<file path="config.mk">
export PLATFORM = sky130hd
export DESIGN_NAME = ddr_burst_sched_flat
export DESIGN_NICKNAME = d
export VERILOG_FILES = /design/src/rtl/ddr_burst_sched_pkg.sv /design/src/rtl/ddr_burst_sched_if.sv /design/src/rtl/vs_edge_sync.sv /design/src/rtl/ddr_burst_sched.sv /design/src/flat_wrapper.sv
export SDC_FILE = /design/constraint.sdc
export NUM_CORES = 1
export LEC_CHECK = 0
export ABC_AREA = 1
export BUFFER_PORTS_ARGS = -buffer_cell sky130_fd_sc_hd__buf_2
export CAP_MARGIN = 10
export CORE_MARGIN = 2
export CORE_UTILIZATION = 40
export DETAILED_ROUTE_END_ITERATION = 8
export MAX_ROUTING_LAYER = met4
export PLACE_DENSITY = 0.57
export SETUP_SLACK_MARGIN = 0.5
export SLEW_MARGIN = 25
export SYNTH_ARGS = -nofsm -noshare
export SYNTH_HDL_FRONTEND = slang
export SYNTH_HIERARCHICAL = 1
export SYNTH_SLANG_ARGS = --single-unit
</file>
<file path="constraint.sdc">
create_clock -name clk -period 3.4 [get_ports clk]
set_clock_uncertainty 0.15 [all_clocks]
set_input_delay 0.17 -clock clk [delete_from_list [all_inputs] [get_ports clk]]
set_output_delay 0.17 -clock clk [all_outputs]
set_load 0.03 [all_outputs]
</file>
<file path="src/rtl/ddr_burst_sched_pkg.sv">
// Shared types and constants for the DDR burst scheduler.
package ddr_sched_pkg;
  typedef enum logic [2:0] {IDLE, ARB, W_XFER, W_CMD, R_CMD, R_XFER, DONE} state_t;

  localparam logic [1:0] CH_WR0 = 2'd0;
  localparam logic [1:0] CH_WR1 = 2'd1;
  localparam logic [1:0] CH_RD0 = 2'd2;
  localparam logic [1:0] CH_RD1 = 2'd3;

  localparam logic [2:0] INSTR_WR = 3'b000;
  localparam logic [2:0] INSTR_RD = 3'b001;
endpackage

</file>
<file path="src/rtl/ddr_burst_sched_if.sv">
// FIFO status, data-mover handshake and DDR user command port of the scheduler.
interface ddr_burst_sched_if #(
  parameter int ADDR_W = 30,
  parameter int LVL_W  = 10
);
  logic [LVL_W-1:0]  wr0_level, wr1_level, rd0_space, rd1_space;
  logic              xfer_req;
  logic [1:0]        xfer_ch;
  logic              xfer_done;
  logic              cmd_en;
  logic [2:0]        cmd_instr;
  logic [5:0]        cmd_bl;
  logic [ADDR_W-1:0] cmd_byte_addr;
  logic              cmd_full;
  logic              busy;

  modport master (
    input  wr0_level, wr1_level, rd0_space, rd1_space, xfer_done, cmd_full,
    output xfer_req, xfer_ch, cmd_en, cmd_instr, cmd_bl, cmd_byte_addr, busy
  );
  modport slave (
    output wr0_level, wr1_level, rd0_space, rd1_space, xfer_done, cmd_full,
    input  xfer_req, xfer_ch, cmd_en, cmd_instr, cmd_bl, cmd_byte_addr, busy
  );
endinterface

</file>
<file path="src/rtl/vs_edge_sync.sv">
// Two-flop synchronizer for an async vsync plus a registered rising-edge pulse.
module vs_edge_sync (
  input  logic clk,
  input  logic rst_n,
  input  logic async_in,
  output logic pulse
);
  logic [2:0] sync;

  always_ff @(posedge clk or negedge rst_n) begin
    if (!rst_n) begin
      sync  <= '0;
      pulse <= 1'b0;
    end else begin
      sync  <= {sync[1:0], async_in};
      pulse <= sync[1] & ~sync[2];
    end
  end
endmodule

</file>
<file path="src/rtl/ddr_burst_sched.sv">
// Round-robin burst scheduler: 2 camera writers + 2 display readers onto one DDR command port.
// Bank ping-pong is enabled by defining DDR_SCHED_DOUBLE_BUF_EN.
module ddr_burst_sched
  import ddr_sched_pkg::*;
#(
  parameter int                ADDR_W      = 30,
  parameter int                LVL_W       = 10,
  parameter int                BURST_LEN   = 64,
  parameter int                FRAME_WORDS = 98304,
  parameter logic [ADDR_W-1:0] CH0_BASE    = 30'h0000000,
  parameter logic [ADDR_W-1:0] CH1_BASE    = 30'h0800000,
  parameter logic [ADDR_W-1:0] BANK_BYTES  = 30'h0400000
) (
  input  logic clk,
  input  logic rst_n,
  input  logic init_done,
  input  logic vin1_vs,
  input  logic vin2_vs,
  input  logic vout_vs,
  ddr_burst_sched_if.master bus
);
  localparam int OFF_W = $clog2(FRAME_WORDS + 1);
  localparam logic [OFF_W-1:0] OFF_STEP = OFF_W'(BURST_LEN);
  localparam logic [OFF_W-1:0] OFF_END  = OFF_W'(FRAME_WORDS);
  localparam logic [LVL_W-1:0] LVL_MIN  = LVL_W'(BURST_LEN);

  state_t                  state;
  logic [1:0]              ch, rr, win, idx;
  logic [3:0]              elig;
  logic                    found;
  logic [3:0][OFF_W-1:0]   off;
  logic [OFF_W-1:0]        off_inc, off_nxt;
  logic [ADDR_W-1:0]       win_addr, cmd_addr;
  logic [2:0]              instr;
  logic                    xfer_req, busy;
  logic [2:0]              vs_pulse;
  logic [1:0]              wr_pend, wr_apply;
  logic                    rd_pend, rd_apply, can_apply;

  vs_edge_sync u_vs [2:0] (
    .clk      (clk),
    .rst_n    (rst_n),
    .async_in ({vout_vs, vin2_vs, vin1_vs}),
    .pulse    (vs_pulse)
  );

  always_comb begin
    elig         = '0;
    elig[CH_WR0] = bus.wr0_level >= LVL_MIN;
    elig[CH_WR1] = bus.wr1_level >= LVL_MIN;
    elig[CH_RD0] = bus.rd0_space >= LVL_MIN;
    elig[CH_RD1] = bus.rd1_space >= LVL_MIN;
    if (!init_done) elig = '0;
  end

  always_comb begin
    win   = rr;
    idx   = '0;
    found = 1'b0;
    for (int k = 0; k < 4; k++) begin
      idx = rr + 2'(k);
      if (!found && elig[idx]) begin
        win   = idx;
        found = 1'b1;
      end
    end
  end

  // Restarts land only when no burst owns the offsets; same-cycle DONE is overridden below.
  assign can_apply = (state == IDLE) || (state == DONE);
  assign wr_apply  = can_apply ? (wr_pend | vs_pulse[1:0]) : 2'b00;
  assign rd_apply  = can_apply & (rd_pend | vs_pulse[2]);

  always_ff @(posedge clk or negedge rst_n) begin
    if (!rst_n) begin
      wr_pend <= '0;
      rd_pend <= 1'b0;
    end else begin
      wr_pend <= (wr_pend | vs_pulse[1:0]) & ~wr_apply;
      rd_pend <= (rd_pend | vs_pulse[2]) & ~rd_apply;
    end
  end

`ifdef DDR_SCHED_DOUBLE_BUF_EN
  logic [1:0] wr_bank, rd_bank;
  logic       win_bank;

  // Readers restart on the bank the writer just finished, i.e. opposite its new bank.
  always_ff @(posedge clk or negedge rst_n) begin
    if (!rst_n) begin
      wr_bank <= '0;
      rd_bank <= '0;
    end else begin
      wr_bank <= wr_bank ^ wr_apply;
      if (rd_apply) rd_bank <= ~(wr_bank ^ wr_apply);
    end
  end

  assign win_bank = win[1] ? rd_bank[win[0]] : wr_bank[win[0]];
  assign win_addr = (win[0] ? CH1_BASE : CH0_BASE) + (win_bank ? BANK_BYTES : '0)
                  + (ADDR_W'(off[win]) << 3);
`else
  assign win_addr = (win[0] ? CH1_BASE : CH0_BASE) + (ADDR_W'(off[win]) << 3);
`endif

  assign off_inc = off[ch] + OFF_STEP;
  assign off_nxt = (off_inc == OFF_END) ? '0 : off_inc;

  always_ff @(posedge clk or negedge rst_n) begin
    if (!rst_n) begin
      state    <= IDLE;
      ch       <= CH_WR0;
      rr       <= '0;
      off      <= '0;
      xfer_req <= 1'b0;
      instr    <= INSTR_WR;
      cmd_addr <= '0;
      busy     <= 1'b0;
    end else begin
      case (state)
        IDLE: if (|elig) begin
          state <= ARB;
          busy  <= 1'b1;
        end
        ARB: if (|elig) begin
          ch       <= win;
          instr    <= win[1] ? INSTR_RD : INSTR_WR;
          cmd_addr <= win_addr;
          if (win[1]) state <= R_CMD;
          else begin
            state    <= W_XFER;
            xfer_req <= 1'b1;
          end
        end else begin
          state <= IDLE;
          busy  <= 1'b0;
        end
        W_XFER: if (bus.xfer_done) begin
          xfer_req <= 1'b0;
          state    <= W_CMD;
        end
        W_CMD: if (!bus.cmd_full) state <= DONE;
        R_CMD: if (!bus.cmd_full) begin
          state    <= R_XFER;
          xfer_req <= 1'b1;
        end
        R_XFER: if (bus.xfer_done) begin
          xfer_req <= 1'b0;
          state    <= DONE;
        end
        DONE: begin
          off[ch] <= off_nxt;
          rr      <= ch + 2'd1;
          busy    <= 1'b0;
          state   <= IDLE;
        end
        default: state <= IDLE;
      endcase
      for (int i = 0; i < 2; i++)
        if (wr_apply[i]) off[i] <= '0;
      if (rd_apply) begin
        off[CH_RD0] <= '0;
        off[CH_RD1] <= '0;
      end
    end
  end

  // Strobe follows cmd_full combinationally so it is never raised into a full FIFO.
  assign bus.cmd_en        = ((state == W_CMD) || (state == R_CMD)) && !bus.cmd_full;
  assign bus.xfer_req      = xfer_req;
  assign bus.xfer_ch       = ch;
  assign bus.cmd_instr     = instr;
  assign bus.cmd_bl        = 6'(BURST_LEN - 1);
  assign bus.cmd_byte_addr = cmd_addr;
  assign bus.busy          = busy;
endmodule
</file>
<file path="src/flat_wrapper.sv">
// flat-port wrapper written by rule: the top's interface ports become plain ports
module ddr_burst_sched_flat import ddr_sched_pkg::*;
#(
  parameter int                ADDR_W      = 30,
  parameter int                LVL_W       = 10,
  parameter int                BURST_LEN   = 64,
  parameter int                FRAME_WORDS = 98304,
  parameter logic [ADDR_W-1:0] CH0_BASE    = 30'h0000000,
  parameter logic [ADDR_W-1:0] CH1_BASE    = 30'h0800000,
  parameter logic [ADDR_W-1:0] BANK_BYTES  = 30'h0400000
)
  (clk, rst_n, init_done, vin1_vs, vin2_vs, vout_vs, bus_wr0_level, bus_wr1_level, bus_rd0_space, bus_rd1_space, bus_xfer_done, bus_cmd_full, bus_xfer_req, bus_xfer_ch, bus_cmd_en, bus_cmd_instr, bus_cmd_bl, bus_cmd_byte_addr, bus_busy);
  ddr_burst_sched_if #(.ADDR_W(ADDR_W), .LVL_W(LVL_W)) bus_i ();
  input  logic clk;
  input  logic rst_n;
  input  logic init_done;
  input  logic vin1_vs;
  input  logic vin2_vs;
  input  logic vout_vs;
  input wire logic [$bits(bus_i.wr0_level)-1:0] bus_wr0_level;
  input wire logic [$bits(bus_i.wr1_level)-1:0] bus_wr1_level;
  input wire logic [$bits(bus_i.rd0_space)-1:0] bus_rd0_space;
  input wire logic [$bits(bus_i.rd1_space)-1:0] bus_rd1_space;
  input wire logic [$bits(bus_i.xfer_done)-1:0] bus_xfer_done;
  input wire logic [$bits(bus_i.cmd_full)-1:0] bus_cmd_full;
  output wire logic [$bits(bus_i.xfer_req)-1:0] bus_xfer_req;
  output wire logic [$bits(bus_i.xfer_ch)-1:0] bus_xfer_ch;
  output wire logic [$bits(bus_i.cmd_en)-1:0] bus_cmd_en;
  output wire logic [$bits(bus_i.cmd_instr)-1:0] bus_cmd_instr;
  output wire logic [$bits(bus_i.cmd_bl)-1:0] bus_cmd_bl;
  output wire logic [$bits(bus_i.cmd_byte_addr)-1:0] bus_cmd_byte_addr;
  output wire logic [$bits(bus_i.busy)-1:0] bus_busy;
  assign bus_i.wr0_level = bus_wr0_level;
  assign bus_i.wr1_level = bus_wr1_level;
  assign bus_i.rd0_space = bus_rd0_space;
  assign bus_i.rd1_space = bus_rd1_space;
  assign bus_i.xfer_done = bus_xfer_done;
  assign bus_i.cmd_full = bus_cmd_full;
  assign bus_xfer_req = bus_i.xfer_req;
  assign bus_xfer_ch = bus_i.xfer_ch;
  assign bus_cmd_en = bus_i.cmd_en;
  assign bus_cmd_instr = bus_i.cmd_instr;
  assign bus_cmd_bl = bus_i.cmd_bl;
  assign bus_cmd_byte_addr = bus_i.cmd_byte_addr;
  assign bus_busy = bus_i.busy;
  ddr_burst_sched #(.ADDR_W(ADDR_W), .LVL_W(LVL_W), .BURST_LEN(BURST_LEN), .FRAME_WORDS(FRAME_WORDS), .CH0_BASE(CH0_BASE), .CH1_BASE(CH1_BASE), .BANK_BYTES(BANK_BYTES)) u_core (.clk(clk), .rst_n(rst_n), .init_done(init_done), .vin1_vs(vin1_vs), .vin2_vs(vin2_vs), .vout_vs(vout_vs), .bus(bus_i));
endmodule
</file>
== Yosys cells after proc, flatten, opt, wreduce, memory -nomap -nowiden ==
Cells that the tools add are included.

* Add/subtract/negate cells: 6
* $lt $le $gt $ge: 11
* Eq/ne operators: 16
* Multiplexer cells: 46
* Bitwise operators: 13
* Reduce and logical (&&, ||, !) cells: 23

{| class="wikitable"
|+ Operators by type and width
! operator !! count
|-
| 17-bit 2-to-1 mux || 6
|-
| 17-bit binary-select mux with 2-bit select || 2
|-
| 68-bit bitwise mux || 1
|-
| 68-bit 2-to-1 mux || 1
|-
| 10-bit by 7-bit >= comparator with 1-bit output (second input constant) || 4
|-
| 17-bit demux with 2-bit select || 1
|-
| 34-bit 2-to-1 mux || 1
|-
| 30-bit by 20-bit adder with 30-bit output || 1
|-
| 24-bit 2-to-1 mux || 1
|-
| 3-bit 2-to-1 mux || 7
|-
| 2-bit by 3-bit less-than comparator with 1-bit output (second input constant) || 6
|-
| 3-bit one-hot mux with 6 select lines || 1
|-
| 17-bit by 7-bit adder with 17-bit output (second input constant) || 1
|-
| 17-bit equality test (second input constant) || 1
|-
| 1-bit 2-to-1 mux || 14
|-
| 2-bit != test (second input constant) || 7
|-
| 5-bit AND reduction || 2
|-
| 3-bit equality test (second input constant) || 3
|-
| 1-bit binary-select mux with 2-bit select || 4
|-
| 2-bit 2-to-1 mux || 4
|-
| 3-bit by 2-bit equality test with 1-bit output (second input constant) || 2
|-
| 1-bit one-hot mux with 3 select lines || 2
|-
| 2-bit nonzero test || 3
|-
| 3-bit nonzero test || 2
|-
| 20 further kinds || 38
|}

* Bits in registers: 125
* Input port bits: 48
* Word-level logic and storage cells: 134

== Logic depth before layout (Yosys ltp) ==
Gate-level depths: netlist (run 1).

* Depth after elaboration: 17
* Gate-level depth with buffers: 18

== Modules after synthesis ==
Netlist (run 1), hierarchy kept.

{| class="wikitable"
|+ Modules (own cells, without submodules)
! module !! instances !! cells an instance !! area each (sq um) !! seq. area each (sq um)
|-
| ddr_burst_sched || 1 || 842 || 5,913.2 || 2,427.3
|-
| vs_edge_sync || 3 || 6 || 110.1 || 100.1
|}

== Least setup slack after synthesis (run 1) ==
Ideal clock, no wire load.

* Path type: register to register
* Start: register u_core.ch[1], in the netlist u_core/bus.xfer_ch[1]
* End: register u_core/off[24] (netlist name)
* Data arrival time: 2,407 ps
* Setup slack: 726 ps
* Cell stages (with the launch flop): 18
* Period minus slack after synthesis: 2,674 ps
* Cells stage by stage: dfrtp_1 > buf_4 > inv_2 > buf_4 > nand2_1 > nand2_1 > ha_1 > nand2_1 > nor2_4 > nand2_1 > nand2_2 > nand2_1 > or2_0 > nor2_1 > nand3_2 > buf_6 > nand3_1 > nand2_1

* Longest elaborated chain between the ends: 8
* Elaborated cells on any way between the ends: 13

{| class="wikitable"
|+ Ends and longest elaborated chain
! element !! line !! source
|-
| start: declaration || ddr_burst_sched.sv:28 || <nowiki>logic [1:0] ch, rr, win, idx;</nowiki>
|-
| start signal: assignment || ddr_burst_sched.sv:126 || <nowiki>ch <= win;</nowiki>
|-
| 17-bit binary-select mux with 2-bit select || ddr_burst_sched.sv:106 || <nowiki>assign off_inc = off[ch] + OFF_STEP;</nowiki>
|-
| 17-bit 2-to-1 mux (implied by the code) || ddr_burst_sched.sv:106 ||
|-
| 17-bit by 7-bit adder with 17-bit output || ddr_burst_sched.sv:106 ||
|-
| 17-bit equality test || ddr_burst_sched.sv:107 || <nowiki>assign off_nxt = (off_inc == OFF_END) ? '0 : off_inc;</nowiki>
|-
| 17-bit 2-to-1 mux || ddr_burst_sched.sv:107 ||
|-
| 68-bit bitwise mux * || ddr_burst_sched.sv:152 || <nowiki>off[ch] <= off_nxt;</nowiki>
|-
| 68-bit 2-to-1 mux * || ddr_burst_sched.sv:120 || <nowiki>case (state)</nowiki>
|-
| 17-bit 2-to-1 mux * || ddr_burst_sched.sv:160 || <nowiki>if (wr_apply[i]) off[i] <= '0;</nowiki>
|-
| end signal: indexed assignment || ddr_burst_sched.sv:152 ||
|-
| end: declaration || ddr_burst_sched.sv:31 || <nowiki>logic [3:0][OFF_W-1:0] off;</nowiki>
|}

Every way passes the cells marked *; elsewhere a longest branch is shown, timed or not. The select of a mux whose other input is x is not followed.
A chain may end at the register's enable or synchronous reset.

== Worst setup path in the final report (run 1) ==
* Start: register u_core.ch[0], in the netlist u_core/bus.xfer_ch[0]
* End: register u_core/off[16] (netlist name)

The elaborated chain is that of the path after synthesis.

==> results of run 1 <==
[sequential cells by signal, summed over array words and instances (netlist names)]
signal,cells
u_core/bus.busy,1
u_core/bus.cmd_byte_addr,17
u_core/bus.xfer_ch,2
u_core/bus.xfer_req,1
u_core/off,68
u_core/rd_pend,1
u_core/rr,2
u_core/state,3
u_core/u_vs/pulse,3
u_core/u_vs/sync,9
u_core/wr_pend,2
[power groups by stage]
| stage | sequential [uW] | combinational [uW] | clock, uW |
|---|---|---|---|
| 5_1_grt | 1810 | 4310 | 1270 |
| 2_1_floorplan | 2000 | 2530 | 0 |
| 3_3_place_gp | 1800 | 3720 | 0 |
| 3_5_place_dp | 1810 | 3730 | 0 |
| 6_report | 1770 | 3890 | 1180 |
| 4_1_cts | 1790 | 3750 | 1210 |
[cells in the mapped netlist (6+ instances only)]
cell type | instances | area share, %
buf_4 | 27 | 3.2
nand3_1 | 93 | 7.5
buf_2 | 10 | 0.80
ha_1 | 6 | 1.2
a21oi_1 | 15 | 1.2
inv_1 | 92 | 5.5
nand2_2 | 6 | 0.60
o21ai_1 | 15 | 1.2
nand2_1 | 250 | 15
dfrtp_1 | 109 | 44
o21ai_0 | 36 | 2.9
nor2_1 | 80 | 4.8
o22ai_1 | 45 | 4.5
clkbuf_1 | 17 | 1.0
or2_2 | 18 | 1.8
buf_6 | 6 | 1.1
[per-stage QoR]
step / power (uW) / util [%] / instance area (sq um) / hold slack (ps)
after floorplan: 4530 / - / 6310 / -276
after global placement: 5520 / 43.3 / 6580 / -134
after detailed placement: 5540 / 43.3 / 6580 / -136
after CTS: 6750 / 45.7 / 6950 / 16.9
after global routing: 7390 / 46.7 / 7090 / 47.2
final: 6850 / 46.7 / 7090 / 26.4
[how the worst min path moves through the flow]
stage | startpoint | to | slack (ps) | depth (start not counted)
2_1_floorplan | rst_n | u_core/bus.busy | -280 | 0
3_3_place_gp | rst_n | u_core/bus.cmd_byte_addr[4] | -130 | 1
3_5_place_dp | rst_n | u_core/bus.cmd_byte_addr[4] | -140 | 1
4_1_cts | rst_n | u_core/bus.cmd_byte_addr[3] | 20 | 2
5_1_grt | rst_n | u_core/bus.cmd_byte_addr[3] | 50 | 2
6_report | rst_n | u_core/bus.cmd_byte_addr[3] | 30 | 2
[timing repair]
item                                    4_1_cts  5_1_grt
endpoints found under the setup margin       16       35
setup buffers                                 0        5
pin swaps                                     0        3
hold endpoints to repair                    112        0
hold buffers                                  4        0
gates cloned                                  0        1
resized for setup                             1       19
[cell families (layout without fill, tap and decap cells)]
logic type | count (synthesis) | count (layout) | share of synthesized area (%)
buffers and inverters | 158 | 191 | 12.0
and+or+nand+nor | 463 | 464 | 31.6
AOI/OAI and AO/OA | 118 | 118 | 10.7
xor gates and xnor gates | 4 | 4 | 0.682
DFF | 109 | 109 | 43.7
other | 2 | 20 | 0.120
adders and majority gates | 6 | 6 | 1.20
[layout make-up]
| type | count | area share, % |
|---|---|---|
| clock buffer | 9 | 3.18 |
| multi-input combinational | 612 | 41.1 |
| tap | 188 | 3.32 |
| inverter | 98 | 5.19 |
| timing repair buffer | 77 | 7.25 |
| clock inverter | 7 | 1.48 |
| sequential | 109 | 38.5 |
[metal layers]
metal | vias up | part of all wire (%) | GRT usage [%]
met3 | 17 | 3.9 | 3.12
met2 | 134 | 46 | 34.2
li1 | 2801 | - | -
met4 | 0 | 1.6 | 5.82
met1 | 2585 | 48 | 29.3
met5 | - | 0 | -
==> key figures, run 1 <==
Outcome
  – Status: completed

Clock network
  – Clk sinks: between 100 and 150
  – CTS HTree Levels: 3
  – CTS tree: yes
  – Clock transition at the registers of the reported paths: approximately 80 ps
  – Max clock buf depth: 2
  – TritonCTS buffer count: 9
  – Clk_lat worst skew: ~360 ps
  – Root Buffer: clkbuf_16

Die
  – Row Count: 45
  – Die ar.: 16,600 sq um
  – Die Width: 129 um
  – Die height: 129 um
  – Boundary Pins: 92
  – CORE AREA: about 15,000 sq um
  – Initial Util: between 40% and 50%

Power
  – Register share of total power: 25.9%
  – Clock power frac: 17.2%
  – Switching Share: between 40% and 50%
  – Comb power frac: 56.9%
  – Pleak: around 0.0035 uW
  – Max IR drop VDD: ~440 uV
  – Power Internal: around 3400 uW
  – P_sw: approximately 3400 uW
  – Power per cell area: 965 nW/um^2

Worst setup path
  – Worst path depth: 13
  – Worst R2R Start: u_core/bus.xfer_ch[0]
  – Crit path launch type: flop
  – Worst EP required: ~3500 ps
  – CP max FO: 7
  – Worst path max stage delay: approximately 530 ps
  – Crit-path leading delay family: simple AND/OR/NAND/NOR gates
  – CP bufs+invs: 1
  – CP Class: reg -> reg
  – CP startpoint: u_core/bus.xfer_ch[0]
  – CP Capture Type: flop
  – Setup crit end: u_core/off[16]
  – R2R cell count: 13
  – Critical Path, Cell by Cell: clkbuf_4 -> nand2_1 -> nand2_1 -> nand2_1 -> nand2_2 -> ha_4 -> xor2_2 -> nand4_1 -> or2_0 -> nor2_4 -> nand2_2 -> nand3_1 -> o21ai_0
  – Reg-to-reg slack, setup: roughly 710 ps
  – Crit path arrival time: 2780 ps
  – Most common cell on crit path: nand2_1
  – R2r endpoint: u_core/off[16]
  – CP max stage cell: dfrtp_4

Finish
  – Sequential cell area: 2730 sq um
  – Non-Filler Instances: around 1,100
  – Most common cell after layout, fill and taps aside: nand2_1
  – Layout net count: a little under 1,000
  – Share of layout cells above drive strength 1: approximately 15%
  – Area of the multi-input gates: roughly 2900 sq um
  – Fillcell total: 1,594
  – Antenna cells: 0
  – Most frequent cells in the layout: nand2_1 (247), dfrtp_1 (108), nand3_1 (93)
  – Area growth syn-to-layout: 13.6%

Detailed routing
  – Post-route DRC: 0
  – Final antenna-violating net count: 0
  – Initial drt markers: roughly 470
  – Drt pass-1 iters: 5
  – Drt via density: 5.03
  – WL/cell: around 15 um
  – Via Count: between 5,000 and 6,000
  – Drt total wl: 16,700 um

Timing
  – Setup ws final: 706 ps
  – Least-Margin Pin Slew: around 650 ps
  – Final hold vios: 0
  – Setup TNS: 0 ps
  – F_max: about 0.37 GHz
  – Max_slew headroom: a little under three fifths
  – Tmin final: ~2700 ps
  – RSZ-0062 raised after global routing: false
  – Final setup vio count: 0
  – Period utilization: 79.2%
  – Max-slew violations: 0

Logic synthesis
  – Ys Warns: 6
  – Cell area after synthesis: around 6200 sq um
  – Post-synthesis cell count: 860
  – Synthesis-stage register bit count: roughly 110
  – Post-synthesis sequential area ratio: between 40 and 50%
  – Ys flop type: dfrtp_1
  – Post-synth ARST share: 100%
  – Avg Cell Area, Syn: between 7 and 8 sq um
  – Distinct cells, synth: 35
  – Number of flops mapped to enable cells by yosys: 0

Global routing
  – First-pass GRT wire length: approximately 27,000 um
  – Total global-route track usage: 21.7%
  – Antenna violations before repair: 0
  – Vias in the first global route: around 5,300
  – Grt ovf: 0
  – Pin count of the biggest net entering global routing: 101

Placed design
  – DP HPWL: roughly 11,000 um
  – GP Congestion: between 0.8 and 0.9
  – I/O Buffers: 47
  – DP Worst Slack: approximately 350 ps
  – Dpl cells: about 1,100

Run
  – Number of max-cap violations: 0

Worst hold path
  – Class of the worst hold path: in -> async
(Power assumes the default switching activity.)
==> run 2: changes to the inputs <==
==> constraint.sdc (replaced) <==
create_clock -name clk -period 2.49 [get_ports clk]
set_clock_uncertainty 0.15 [all_clocks]
set_input_delay 0.1245 -clock clk [delete_from_list [all_inputs] [get_ports clk]]
set_output_delay 0.1245 -clock clk [all_outputs]
set_load 0.03 [all_outputs]
==> run 2 against run 1 <==
Effect of this change: the run now ends with negative setup slack left; critical path depth is the same; design area rose by 34%; total power rose by 110%; setup slack worse by 780 ps; wire length increased by 30%; via count grew 15%; first-iteration DRC count up 28%; combinational power grew to 2.7 times the previous value; die area unchanged; non-clock buffer count is 94 higher; critical endpoint is now u_core/off[41]; largest power group unchanged.
==> key figures, run 2 (synthesized netlist as in run 1, its figures left out) <==
Global routing
  – Pin count of the biggest net entering global routing: 52 (was 101)
  – Total global-route track usage: 26.5% (was 21.7%)
  – First-pass GRT wire length: 32,400 um (was 27,200 um)
  – Antenna violations before repair: 0 (unchanged)
  – Grt ovf: 0 (unchanged)
  – Vias in the first global route: 5,867 (was 5,263)

Worst setup path
  – CP bufs+invs: 2 (was 1)
  – Setup crit end: u_core/off[41] (was u_core/off[16])
  – Worst EP required: 2600 ps (was 3480 ps)
  – CP Class: reg -> reg (unchanged)
  – R2R cell count: 13 (unchanged)
  – Crit path arrival time: 2670 ps (was 2780 ps)
  – CP max stage cell: dfrtp_2 (was dfrtp_4)
  – Critical Path, Cell by Cell: buf_6 -> bufbuf_16 -> nand2_1 -> nand3_1 -> nand2_2 -> nand2_1 -> nor2_2 -> nand4_1 -> or2_1 -> nor2_4 -> nand3_4 -> nand3_2 -> nand2_1 (was clkbuf_4 -> nand2_1 -> nand2_1 -> nand2_1 -> nand2_2 -> ha_4 -> xor2_2 -> nand4_1 -> or2_0 -> nor2_4 -> nand2_2 -> nand3_1 -> o21ai_0)
  – Worst path depth: 13 (unchanged)
  – Most common cell on crit path: nand2_1 (unchanged)
  – Worst path max stage delay: 480 ps (was 530 ps)
  – CP max FO: 14 (was 7)
  – Crit path launch type: flop (unchanged)
  – Worst R2R Start: u_core/bus.xfer_ch[0] (unchanged)
  – R2r endpoint: u_core/off[41] (was u_core/off[16])
  – Reg-to-reg slack, setup: -70 ps (was 710 ps)
  – CP Capture Type: flop (unchanged)
  – Crit-path leading delay family: simple AND/OR/NAND/NOR gates (unchanged)
  – CP startpoint: u_core/bus.xfer_ch[0] (unchanged)

Die
  – Row Count: 45 (unchanged)
  – Die height: 129 um (unchanged)
  – Die ar.: 16,600 sq um (unchanged)
  – Die Width: 129 um (unchanged)
  – Initial Util: 41.1% (unchanged)
  – CORE AREA: 15,200 sq um (unchanged)
  – Boundary Pins: 92 (unchanged)

Detailed routing
  – Via Count: 6,356 (was 5,537)
  – Drt via density: 5.32 (was 5.03)
  – Final antenna-violating net count: 0 (unchanged)
  – Initial drt markers: 602 (was 469)
  – Drt total wl: 21,700 um (was 16,700 um)
  – WL/cell: 18.2 um (was 15.2 um)
  – Post-route DRC: 0 (unchanged)
  – Drt pass-1 iters: 5 (unchanged)

Finish
  – Share of layout cells above drive strength 1: 43.9% (was 15.2%)
  – Largest register FFs: 68 (unchanged)
  – Area growth syn-to-layout: 52.3% (was 13.6%)
  – Layout net count: 1,055 (was 961)
  – Reg with most FFs: u_core/off (unchanged)
  – Most common cell after layout, fill and taps aside: nand2_1 (unchanged)
  – Most frequent cells in the layout: nand2_1 (170), dfrtp_1 (102), inv_1 (82) (was nand2_1 (247), dfrtp_1 (108), nand3_1 (93))
  – Antenna cells: 0 (unchanged)

Placed design
  – I/O Buffers: 47 (unchanged)
  – DP HPWL: 11,600 um (was 10,600 um)
  – GP Congestion: 0.844 (was 0.862)

Timing
  – Tmin final: 2560 ps (was 2690 ps)
  – RSZ-0062 raised after global routing: true (was false)
  – Setup TNS: -675 ps (was 0 ps)
  – Setup ws final: -69.5 ps (was 706 ps)
  – Final setup vio count: 13 (was 0)
  – Hold slack: 64.3 ps (was 26.4 ps)
  – Period utilization: 103% (was 79.2%)
  – F_max: 0.391 GHz (was 0.371 GHz)
  – Max-slew violations: 0 (unchanged)
  – Final hold vios: 0 (unchanged)

Outcome
  – Status: complete, but fails checks (was completed)
  – Failing checks: negative setup slack

Clock network
  – Max clock buf depth: 2 (unchanged)
  – Clk_lat worst skew: 370 ps (was 360 ps)
  – Root Buffer: clkbuf_16 (unchanged)
  – CTS HTree Levels: 3 (unchanged)
  – Clock transition at the registers of the reported paths: 80 ps (about the same)
  – TritonCTS buffer count: 9 (unchanged)
  – CTS tree: yes (unchanged)
  – Clk sinks: 109 (unchanged)

Power
  – Register share of total power: 17.2% (was 25.9%)
  – Total Power: 14,400 uW (was 6850 uW)
  – Max IR drop VDD: 713 uV (was 442 uV)
  – Comb power frac: 72.4% (was 56.9%)
  – Pleak: 0.00448 uW (was 0.00353 uW)
  – Power Internal: 7500 uW (was 3440 uW)
  – Clock power frac: 10.4% (was 17.2%)
  – Power per cell area: 1510 nW/um^2 (was 965 nW/um^2)
  – Switching Share: 47.7% (was 49.8%)
  – P_sw: 6850 uW (was 3410 uW)

Worst hold path
  – Class of the worst hold path: in -> async (unchanged)

Run
  – Number of max-cap violations: 0 (unchanged)
-- run 2: worst min-delay path by stage --
stage           from                     endpoint  cells past startpoint
5_1_grt        rst_n                u_core/off[0]                      2
3_3_place_gp   rst_n  u_core/bus.cmd_byte_addr[4]                      1
3_5_place_dp   rst_n  u_core/bus.cmd_byte_addr[4]                      1
4_1_cts        rst_n  u_core/bus.cmd_byte_addr[3]                      2
2_1_floorplan  rst_n              u_core/bus.busy                      0
6_report       rst_n  u_core/bus.cmd_byte_addr[4]                      2
-- run 2: final cells by class --
cell class / instances / area, sq um
clock inverters: 7 / 72.6
flip-flops and latches: 109 / 2740
clock buffers: 9 / 225
repair buffers: 171 / 1800
multi-input cells: 612 / 4040
inverters: 98 / 400
well taps: 188 / 235
fillers: 1243 / 5690
-- run 2: repair_timing --
item                                    CTS  global route
hold buffers                              4             0
buffers inserted                         27            22
hold endpoints to repair                 80             0
gates cloned                             12             3
resized for setup                       120           218
endpoints found under the setup margin   90            91
pin swaps                                33            78
-- run 2: per-stage QoR --
stage	setup slack (ps)	cells	area, sq um	utilization (%)
6_report	-69.5	1194	9510	62.6
3_3_place_gp	-97.9	1110	7020	46.2
3_5_place_dp	-143	1110	7020	46.2
4_1_cts	42.4	1169	8340	54.8
2_1_floorplan	40.2	878	6410	-
5_1_grt	-176	1194	9510	62.6
-- run 2: per-layer routing --
| layer | part of all wire (%) | vias up | global-route usage, % | routed length [um] |
|---|---|---|---|---|
| met2 | 48 | 219 | 42.2 | 10400 |
| met1 | 43 | 3086 | 35.0 | 9310 |
| met3 | 5.7 | 57 | 4.82 | 1240 |
| met5 | 0 | - | - | 0 |
| li1 | - | 2994 | - | - |
| met4 | 3.3 | 0 | 6.84 | 716 |
-- run 2: power by group through the flow --
| stage | clock (uW) | combinational [uW] | sequential (uW) |
|---|---|---|---|
| 3_5_place_dp | 0 | 5790 | 2490 |
| 3_3_place_gp | 0 | 5780 | 2490 |
| 4_1_cts | 1520 | 8610 | 2440 |
| 5_1_grt | 1590 | 11000 | 2520 |
| 6_report | 1490 | 10400 | 2470 |
| 2_1_floorplan | 0 | 3580 | 2750 |
==> run 3: changes to the inputs <==
==> constraint.sdc (replaced) <==
create_clock -name clk -period 2.49 [get_ports clk]
set_clock_uncertainty 0.15 [all_clocks]
set_input_delay 0.249 -clock clk [delete_from_list [all_inputs] [get_ports clk]]
set_output_delay 0.249 -clock clk [all_outputs]
set_load 0.03 [all_outputs]
==> run 3 against run 2 <==
Effect of this change: the flow still finishes with violations (negative setup slack); register-to-register slack is essentially flat; clock power about the same; final cell count is 1.6% lower; critical path depth rose by 4; total power down 7.5%.
==> key figures, run 3 (synthesized netlist as in run 1, its figures left out) <==
Outcome
  – Status: complete, but fails checks (unchanged)
  – Failing checks: negative setup slack (unchanged)

Timing
  – Least-Margin Pin Slew: 533 ps
  – F_max: 0.391 GHz (about the same)
  – Max_slew headroom: between 60% and 70%
  – Max-slew violations: 0 (unchanged)
  – Final setup vio count: 16 (was 13)
  – Period utilization: 103% (about the same)
  – Final hold vios: 0 (unchanged)
  – RSZ-0062 raised after global routing: true (unchanged)
  – Setup ws final: -67.2 ps (was -69.5 ps)
  – Tmin final: 2560 ps (about the same)

Worst hold path
  – Hold Path Cell Cnt: 0
  – Class of the worst hold path: reg -> reg (was in -> async)

Detailed routing
  – Via Count: 6,112 (was 6,356)
  – Final antenna-violating net count: 0 (unchanged)
  – Drt pass-1 iters: 7 (was 5)
  – Initial drt markers: 456 (was 602)
  – Post-route DRC: 0 (unchanged)
  – WL/cell: 16.8 um (was 18.2 um)
  – Drt total wl: 19,800 um (was 21,700 um)
  – Drt via density: 5.20 (was 5.32)

Die
  – Initial Util: 41.1% (unchanged)
  – Die ar.: 16,600 sq um (unchanged)
  – Boundary Pins: 92 (unchanged)
  – Die Width: 129 um (unchanged)
  – Die height: 129 um (unchanged)
  – Row Count: 45 (unchanged)
  – CORE AREA: 15,200 sq um (unchanged)

Clock network
  – Clock transition at the registers of the reported paths: 70 ps (was 80 ps)
  – Clk sinks: 109 (unchanged)
  – Max clock buf depth: 2 (unchanged)
  – Root Buffer: clkbuf_16 (unchanged)
  – Clk_lat worst skew: 360 ps (was 370 ps)
  – TritonCTS buffer count: 9 (unchanged)
  – CTS tree: yes (unchanged)
  – CTS HTree Levels: 3 (unchanged)

Worst setup path
  – CP Class: reg -> reg (unchanged)
  – CP max stage cell: dfrtp_2 (unchanged)
  – Worst EP required: 2580 ps (was 2600 ps)
  – R2R cell count: 17 (was 13)
  – Crit path arrival time: 2650 ps (was 2670 ps)
  – Critical Path, Cell by Cell: buf_6 -> buf_12 -> o21ai_2 -> nand2_2 -> nand2_4 -> ha_4 -> nand2_4 -> nor2_4 -> nand2_2 -> nand2_2 -> nand2_1 -> or2_1 -> nor2_4 -> buf_4 -> nand2_4 -> nand3_1 -> o21ai_1 (was buf_6 -> bufbuf_16 -> nand2_1 -> nand3_1 -> nand2_2 -> nand2_1 -> nor2_2 -> nand4_1 -> or2_1 -> nor2_4 -> nand3_4 -> nand3_2 -> nand2_1)
  – Crit path launch type: flop (unchanged)
  – Worst path max stage delay: 420 ps (was 480 ps)
  – CP max FO: 5 (was 14)
  – CP Capture Type: flop (unchanged)

Finish
  – Fillcell total: 1,334 (was 1,243)
  – Most common cell after layout, fill and taps aside: nand2_1 (unchanged)
  – Reg with most FFs: u_core/off (unchanged)
  – Share of layout cells above drive strength 1: 38.9% (was 43.9%)
  – Largest register FFs: 68 (unchanged)
  – Most frequent cells in the layout: nand2_1 (176), dfrtp_1 (103), inv_1 (83) (was nand2_1 (170), dfrtp_1 (102), inv_1 (82))
  – Fin area: 8920 sq um (was 9510 sq um)
  – Layout net count: 1,036 (was 1,055)
  – Antenna cells: 0 (unchanged)
  – Area growth syn-to-layout: 42.9% (was 52.3%)
  – Final Core Density: 58.7% (was 62.6%)

Power
  – Power Internal: 6910 uW (was 7500 uW)
  – Max IR drop VDD: 820 uV (was 713 uV)
  – Switching Share: 47.9% (was 47.7%)
  – Register share of total power: 18.5% (was 17.2%)
  – Comb power frac: 70.1% (was 72.4%)
  – P_sw: 6370 uW (was 6850 uW)
  – Pleak: 0.00427 uW (was 0.00448 uW)
  – Power per cell area: 1490 nW/um^2 (was 1510 nW/um^2)
  – Clock power frac: 11.3% (was 10.4%)

Placed design
  – I/O Buffers: 47 (unchanged)
  – DP HPWL: 11,400 um (was 11,600 um)
  – GP Congestion: 0.837 (was 0.844)
  – Area of placed instances: 7010 sq um (was 7020 sq um)

Global routing
  – Antenna violations before repair: 0 (unchanged)
  – Pin count of the biggest net entering global routing: 41 (was 52)
  – Vias in the first global route: 5,765 (was 5,867)
  – First-pass GRT wire length: 30,700 um (was 32,400 um)
  – Total global-route track usage: 25.0% (was 26.5%)
  – Grt ovf: 0 (unchanged)

Run
  – Number of max-cap violations: 0 (unchanged)
[run 3: changes by cell type in the layout (fill, tap and decap cells not counted), moves of 4 or more]
cell	previous run	this run
nand3_2	37	32
buf_6	19	14
clkinvlp_4	8	4
buf_4	68	58
nand3_1	51	57
o22ai_2	31	12
o22ai_1	11	33
nor2_4	20	16
nand2_1	170	176
[run 3: per-layer routing]
layer,routed length [um],part of all wire (%),GRT usage (%),vias to the layer above
met1,8400,43,32.6,2914
met2,9740,49,39.9,201
met4,466,2.4,8.44,0
met5,0,0,-,-
li1,-,-,-,2964
met3,1150,5.8,4.03,33
[run 3: power groups by stage]
stage | logic [uW] | registers (uW) | clock network, uW
finish | 9320 | 2460 | 1510
CTS | 8250 | 2460 | 1540
global route | 9980 | 2510 | 1610
global placement | 5710 | 2490 | 0
detailed placement | 5740 | 2500 | 0
floorplan | 3580 | 2750 | 0
[run 3: worst max-delay path, delay by kind of cell (launching register included)]
| family | cells | cell delay, ps |
|---|---|---|
| flip-flops | 1 | 420 |
| buffers and inverters | 3 | 430 |
| adder cells (fa/ha/maj) | 1 | 170 |
| AND/OR/NAND/NOR | 11 | 1050 |
| AO/OA/AOI/OAI | 2 | 200 |
[run 3: what timing repair did]
item                       in CTS  in global routing
gates cloned                   10                  0
setup buffers                  21                 17
gates resized for setup       148                125
hold buffers                    4                  0
hold endpoints to repair       36                  0
setup endpoints to repair      82                 91
pin swaps                      51                 57
[run 3: cell type report]
| type | instances | area [sq um] | area share (%) |
|---|---|---|---|
| Timing Repair Buffer | 152 | 1510 | 16.9 |
| Sequential cell | 109 | 2740 | 30.7 |
| Inverter | 98 | 390 | 4.38 |
| Clock buffer | 9 | 225 | 2.52 |
| Clock inverter | 7 | 81.3 | 0.912 |
| Multi-Input combinational cell | 612 | 3740 | 41.9 |
| Tap cell | 188 | 235 | 2.64 |
[run 3: final timing paths]
path,slack [ps],endpoint,from
setup / recovery,-70,u_core/off[33],u_core/bus.xfer_ch[0]
hold / removal,200,u_core/u_vs[1]/sync[1],u_core/u_vs[1]/sync[0]
setup reg to reg,-70,u_core/off[33],u_core/bus.xfer_ch[0]
hold reg to reg,200,u_core/u_vs[1]/sync[1],u_core/u_vs[1]/sync[0]
max in group asynchronous,1330,u_core/off[61],rst_n
min in group asynchronous,250,u_core/bus.cmd_byte_addr[4],rst_n
[run 3: metrics by stage]
| stage | instances | setup slack (ps) | hold WS, ps | setup TNS, ps | total power, uW |
|---|---|---|---|---|---|
| 5_1_grt | 1175 | -204 | 213 | -2840 | 14100 |
| 3_5_place_dp | 1107 | -142 | 110 | -1700 | 8240 |
| 6_report | 1175 | -67.2 | 203 | -506 | 13300 |
| 2_1_floorplan | 878 | 40.2 | -197 | 0 | 6320 |
| 3_3_place_gp | 1107 | -137 | 103 | -1600 | 8190 |
| 4_1_cts | 1158 | -17.4 | 207 | -118 | 12200 |
